### src/rtl/reg_stream_pkg.sv
// Shared types and default sizing for the register-stream arbiter.
// Holds the arbiter FSM encoding and default NUM_REQ/DATA_W/QUANTUM.
package reg_stream_pkg;

   typedef enum logic {
      IDLE  = 1'b0,
      GRANT = 1'b1
   } arb_state_t;

   localparam int DEF_NUM_REQ = 4;
   localparam int DEF_DATA_W  = 8;
   localparam int DEF_QUANTUM = 4;

endpackage

### src/rtl/arb_out_slice.sv
// Two-entry {id, data} output buffer with ping-pong pointers.
// Ports: clk, rst (sync, active-high); in_valid/in_ready/in_id/in_data
// upstream; out_valid/out_ready/out_id/out_data downstream.
module arb_out_slice #(
   parameter int ID_W   = 2,
   parameter int DATA_W = 8
) (
   input  logic              clk,
   input  logic              rst,
   input  logic              in_valid,
   output logic              in_ready,
   input  logic [ID_W-1:0]   in_id,
   input  logic [DATA_W-1:0] in_data,
   output logic              out_valid,
   input  logic              out_ready,
   output logic [ID_W-1:0]   out_id,
   output logic [DATA_W-1:0] out_data
);

   localparam int ENT_W = ID_W + DATA_W;

   logic [ENT_W-1:0] mem [2];
   logic             wr_ptr;
   logic             rd_ptr;
   logic [1:0]       count;
   logic             push;
   logic             pop;

   assign in_ready  = (count != 2'd2);
   assign out_valid = (count != 2'd0);
   assign push      = in_valid & in_ready;
   assign pop       = out_valid & out_ready;

   assign {out_id, out_data} = mem[rd_ptr];

   always_ff @(posedge clk) begin
      if (rst) begin
         // entries cleared so the outputs read zero out of reset
         mem[0] <= '0;
         mem[1] <= '0;
         wr_ptr <= 1'b0;
         rd_ptr <= 1'b0;
         count  <= 2'd0;
      end else begin
         if (push) begin
            mem[wr_ptr] <= {in_id, in_data};
            wr_ptr      <= ~wr_ptr;
         end
         if (pop) begin
            rd_ptr <= ~rd_ptr;
         end
         unique case ({push, pop})
            2'b10:   count <= count + 2'd1;
            2'b01:   count <= count - 2'd1;
            default: count <= count;
         endcase
      end
   end

endmodule

### src/rtl/reg_stream_arb.sv
// Quantum-limited round-robin arbiter merging NUM_REQ streams into one.
// Ports: CLK_I, RST_I (sync, active-high); S_WVALID/S_WREADY/S_WDATA per
// requester; M_WVALID/M_WREADY/M_WDATA/M_WID merged output.
// Macro REG_STREAM_ARB_FIXED_PRIO_EN: pin search pointer to 0 (fixed prio).
module reg_stream_arb
   import reg_stream_pkg::*;
#(
   parameter int NUM_REQ = DEF_NUM_REQ,
   parameter int DATA_W  = DEF_DATA_W,
   parameter int QUANTUM = DEF_QUANTUM
) (
   input  logic                        CLK_I,
   input  logic                        RST_I,
   input  logic [NUM_REQ-1:0]          S_WVALID,
   output logic [NUM_REQ-1:0]          S_WREADY,
   input  logic [NUM_REQ*DATA_W-1:0]   S_WDATA,
   output logic                        M_WVALID,
   input  logic                        M_WREADY,
   output logic [DATA_W-1:0]           M_WDATA,
   output logic [$clog2(NUM_REQ)-1:0]  M_WID
);

   localparam int ID_W = $clog2(NUM_REQ);

   arb_state_t        state_q, state_d;
   logic [ID_W-1:0]   g_q, g_d;
   logic [ID_W-1:0]   ptr_q, ptr_d;
   logic [7:0]        cnt_q, cnt_d;

   logic              search_hit;
   logic [ID_W-1:0]   search_idx;
   logic [ID_W:0]     sum;
   logic              grant_valid;
   logic [DATA_W-1:0] grant_data;
   logic              slice_ready;
   logic              accept;
   logic              last_beat;
   logic [ID_W-1:0]   ptr_next;

   // Rotating search: walk offsets high to low so the lowest offset
   // from ptr_q that is valid wins.
   always_comb begin
      search_hit = 1'b0;
      search_idx = '0;
      sum        = '0;
      for (int i = NUM_REQ - 1; i >= 0; i--) begin
         sum = {1'b0, ptr_q} + (ID_W+1)'(i);
         if (sum >= (ID_W+1)'(NUM_REQ)) begin
            sum = sum - (ID_W+1)'(NUM_REQ);
         end
         if (S_WVALID[sum[ID_W-1:0]]) begin
            search_hit = 1'b1;
            search_idx = sum[ID_W-1:0];
         end
      end
   end

   always_comb begin
      grant_data = '0;
      for (int i = 0; i < NUM_REQ; i++) begin
         if (g_q == ID_W'(i)) begin
            grant_data = S_WDATA[i*DATA_W +: DATA_W];
         end
      end
   end

   assign grant_valid = S_WVALID[g_q];
   assign accept      = (state_q == GRANT) & grant_valid & slice_ready;
   assign last_beat   = (cnt_q == 8'(QUANTUM - 1));

`ifdef REG_STREAM_ARB_FIXED_PRIO_EN
   assign ptr_next = '0;
`else
   assign ptr_next = (g_q == ID_W'(NUM_REQ - 1)) ? '0 : g_q + ID_W'(1);
`endif

   always_comb begin
      S_WREADY = '0;
      if (state_q == GRANT) begin
         S_WREADY[g_q] = slice_ready;
      end
   end

   always_comb begin
      state_d = state_q;
      g_d     = g_q;
      ptr_d   = ptr_q;
      cnt_d   = cnt_q;
      unique case (state_q)
         IDLE: begin
            if (search_hit) begin
               state_d = GRANT;
               g_d     = search_idx;
            end
         end
         GRANT: begin
            if (accept) begin
               cnt_d = cnt_q + 8'd1;
            end
            // a stalled-but-valid requester keeps the grant; a dropped
            // valid gives it up immediately
            if (!grant_valid || (accept && last_beat)) begin
               state_d = IDLE;
               cnt_d   = '0;
               ptr_d   = ptr_next;
            end
         end
         default: state_d = IDLE;
      endcase
   end

   always_ff @(posedge CLK_I) begin
      if (RST_I) begin
         state_q <= IDLE;
         g_q     <= '0;
         ptr_q   <= '0;
         cnt_q   <= '0;
      end else begin
         state_q <= state_d;
         g_q     <= g_d;
         ptr_q   <= ptr_d;
         cnt_q   <= cnt_d;
      end
   end

   arb_out_slice #(
      .ID_W   (ID_W),
      .DATA_W (DATA_W)
   ) u_slice (
      .clk       (CLK_I),
      .rst       (RST_I),
      .in_valid  (accept),
      .in_ready  (slice_ready),
      .in_id     (g_q),
      .in_data   (grant_data),
      .out_valid (M_WVALID),
      .out_ready (M_WREADY),
      .out_id    (M_WID),
      .out_data  (M_WDATA)
   );

endmodule

### config.mk
export PLATFORM = sky130hd
export DESIGN_NAME = reg_stream_arb
export DESIGN_NICKNAME = d
export VERILOG_FILES = /design/src/rtl/reg_stream_pkg.sv /design/src/rtl/arb_out_slice.sv /design/src/rtl/reg_stream_arb.sv
export SDC_FILE = /design/constraint.sdc
export NUM_CORES = 1
export LEC_CHECK = 0
export BUFFER_PORTS_ARGS = -buffer_cell sky130_fd_sc_hd__buf_2
export CAP_MARGIN = 20
export CORE_ASPECT_RATIO = 1.4
export CORE_MARGIN = 2
export CORE_UTILIZATION = 30
export DETAILED_ROUTE_END_ITERATION = 8
export PLACE_DENSITY = 0.49
export SYNTH_ARGS = -nofsm -noshare
export SYNTH_HDL_FRONTEND = slang
export SYNTH_SLANG_ARGS = --single-unit
### constraint.sdc
create_clock -name CLK_I -period 5.1 [get_ports CLK_I]
set_clock_uncertainty 0.05 [all_clocks]
set_input_delay 0.51 -clock CLK_I [delete_from_list [all_inputs] [get_ports CLK_I]]
set_output_delay 0.51 -clock CLK_I [all_outputs]
set_load 0.1 [all_outputs]
==> metrics <==
Worst Setup SP=g_q[0]; Via-to-Cell Ratio=4.93; final cell count without fillers=354; crit path launch type=register; 1st-iter DRT viols=54; Pleak=0.00103 µW; Clock Tree Buf Depth=2; unrepaired setup endpoints after global routing=no; CP max FO=9; hold_sp=cnt_q[5]; Hold Crit Class=reg -> reg; H-Tree Depth=2; Post-Route WL=5.18 mm; Post-Place Worst Slack=2.41 ns; register area share after synthesis=46.9%; Crit path max-delay family=buffers and inverters; GR Util All Layers=14.7%; Worst path max stage delay=0.46 ns; pwr dens=432 mW/mm²; arrival time at the worst endpoint=2.27 ns; most frequent cells in the layout=buf_2 (53), nor2_1 (38), edfxtp_1 (20); CTS root buffer=clkbuf_8; EDFF count, synth=20; post-route cell area=0.00254 mm²; pin count of the biggest net entering global routing=19; GRT overflow=0; most common cell after layout, fill and taps aside=buf_2; GPL Wtd Cong=0.806; DIE HEIGHT=102 µm; syn_nets=255; via count=1744; Hold Buf Count CTS=0; Sink Count=38; Mapped Avg Cell Area=9.77 µm²; Register Area=961 µm²; Num CTS Buffers=5; run status=finished, final reports clean; ys flop type=edfxtp_1; fillers=688; Slew headroom=56.2%; Multi-input gate area=0.00102 mm²; Starting Density=31.0%; clk_lat worst skew=0.29 ns; Post-synth ARST share=0%; worst endpoint required time=4.54 ns; CTS tree=built; number of detailed-routing iterations run before antenna repair=4; Hold Vio Cnt, Final=0; Netlist cell types=42; fin. max-slew vios=0; Max Cap Violations=0; Placeable Area=0.00661 mm²; critical path type=reg -> out; Synth Instances=210; Setup TNS=0 ns; final setup vio count=0; Placed Cells=346; Bufs and invs on worst path=3; DPL Wire Length=3.87 mm; antenna-violating nets left=0; share of layout cells above drive strength 1=29.4%; Die ar.=0.00752 mm²; initial antenna violation count=0; Yosys reg bits=38; crit end category=primary output; number of port buffers=53; Worst Tran Pin Value=0.657 ns; # IOs=54; # nets final=306; number of global-route vias before repair=1737; setup ws final=2.27 ns; WL/cell=14.6 µm; Syn Std Cell Area=0.00205 mm²; CP max stage cell=buf_2; crit path cell chain=inv_1, ha_1, clkinv_1, nor3_1, buf_2; CTS clk-pin slew, worst paths=0.07 ns; fin crit period=2.83 ns; peak supply drop=0.176 mV; Die Wd=73.9 µm; Highest Clock Rate=353 MHz; Antenna Cells=0; Reg-to-Reg Start=g_q[0]; Area Overhead vs Synth=23.7%; drt drc=0; placed cell area=0.00240 mm²; postcts setup bufs=0; fin crit share=55.5%; first-pass GRT wire length=8.40 mm; CTS-repair resized insts=0; Yosys Warn Count=0; row cnt=35
==> stage by stage <==
step | hold WS (ns) | power (µW) | util, %
floorplan | 0.410 | 719 | -
global placement | 0.428 | 798 | 36.3
detailed placement | 0.433 | 800 | 36.3
CTS | 0.448 | 1110 | 38.4
global route | 0.472 | 1150 | 38.4
finish | 0.447 | 1100 | 38.4
==> report_power, final <==
part / internal (µW) / total [µW] / switching [µW]
logic: 106 / 405 / 299
clock network: 196 / 307 / 111
registers: 353 / 385 / 32.3
==> layer usage <==
layer	track usage, %	vias up	part of all wire, %
met5	0	-	0
met4	4.34	0	1.2
met3	3.35	6	6.6
met2	26.0	65	50
met1	17.5	805	42
li1	-	868	-
==> synth_stat cells (2+ instances only) <==
| cell | number | area share, % |
|---|---|---|
| xor2_1 | 2 | 0.85 |
| nor2_1 | 38 | 7.0 |
| dfxtp_1 | 18 | 18 |
| inv_1 | 7 | 1.3 |
| nand2_1 | 16 | 2.9 |
| clkbuf_1 | 9 | 1.6 |
| or4_1 | 2 | 0.73 |
| nor3_1 | 2 | 0.49 |
| ha_1 | 6 | 3.7 |
| nand3_1 | 5 | 1.2 |
| a221oi_1 | 7 | 3.0 |
| edfxtp_1 | 20 | 29 |
| xnor2_1 | 6 | 2.6 |
| a211o_1 | 2 | 0.85 |
| a21o_1 | 3 | 1.1 |
| a21oi_1 | 11 | 2.7 |
| or3_1 | 3 | 0.92 |
| o221ai_1 | 2 | 0.85 |
| mux2_2 | 10 | 5.5 |
| and3_1 | 4 | 1.2 |
| o31a_1 | 7 | 3.0 |
| nor2b_1 | 4 | 1.2 |
| o21ai_0 | 5 | 1.2 |
| o31ai_1 | 3 | 1.1 |
==> cells by family (layout without fill, tap and decap cells) <==
| logic type | count (synthesis) | count (layout) | share of synthesized area (%) |
|---|---|---|---|
| AOI/OAI and AO/OA | 47 | 47 | 17.6 |
| DFF | 38 | 38 | 46.9 |
| adders and majority gates | 6 | 6 | 3.66 |
| muxes | 11 | 11 | 6.59 |
| buffers and inverters | 18 | 70 | 3.36 |
| xor gates and xnor gates | 8 | 8 | 3.42 |
| and+or+nand+nor | 82 | 82 | 18.5 |
==> worst register-to-register path: cells and delay by family, from the launching register on <==
kind | cells | cell delay, ns
flops | 1 | 0.37
simple gates | 3 | 1.26
mux | 1 | 0.48
==> final timing paths <==
path                                           to  slack [ns]  cells after the start
worst min register to register           cnt_q[5]        0.45                      2
worst min-delay path                     cnt_q[5]        0.45                      2
worst max register to register  u_slice.mem[1][4]        2.60                      4
worst max-delay path                  S_WREADY[2]        2.27                      5
==> state kept, by name, summed over array words and instances, names as in the netlist, named ones only <==
name,count
ptr_q,2
u_slice.mem,20
u_slice.rd_ptr,1
g_q,2
u_slice.count,2
u_slice.wr_ptr,1
state_q,1
cnt_q,8
==> area by class of cell <==
type                            instances  area share [%]
Multi-Input combinational cell        154            40.2
Sequential cell                        38            37.9
Timing Repair Buffer                   54            10.7
Tap cell                               92            4.54
Clock buffer                            5            2.71
Clock inverter                          3            2.71
Inverter                                8            1.18
Power figures use the tool's default switching activity.
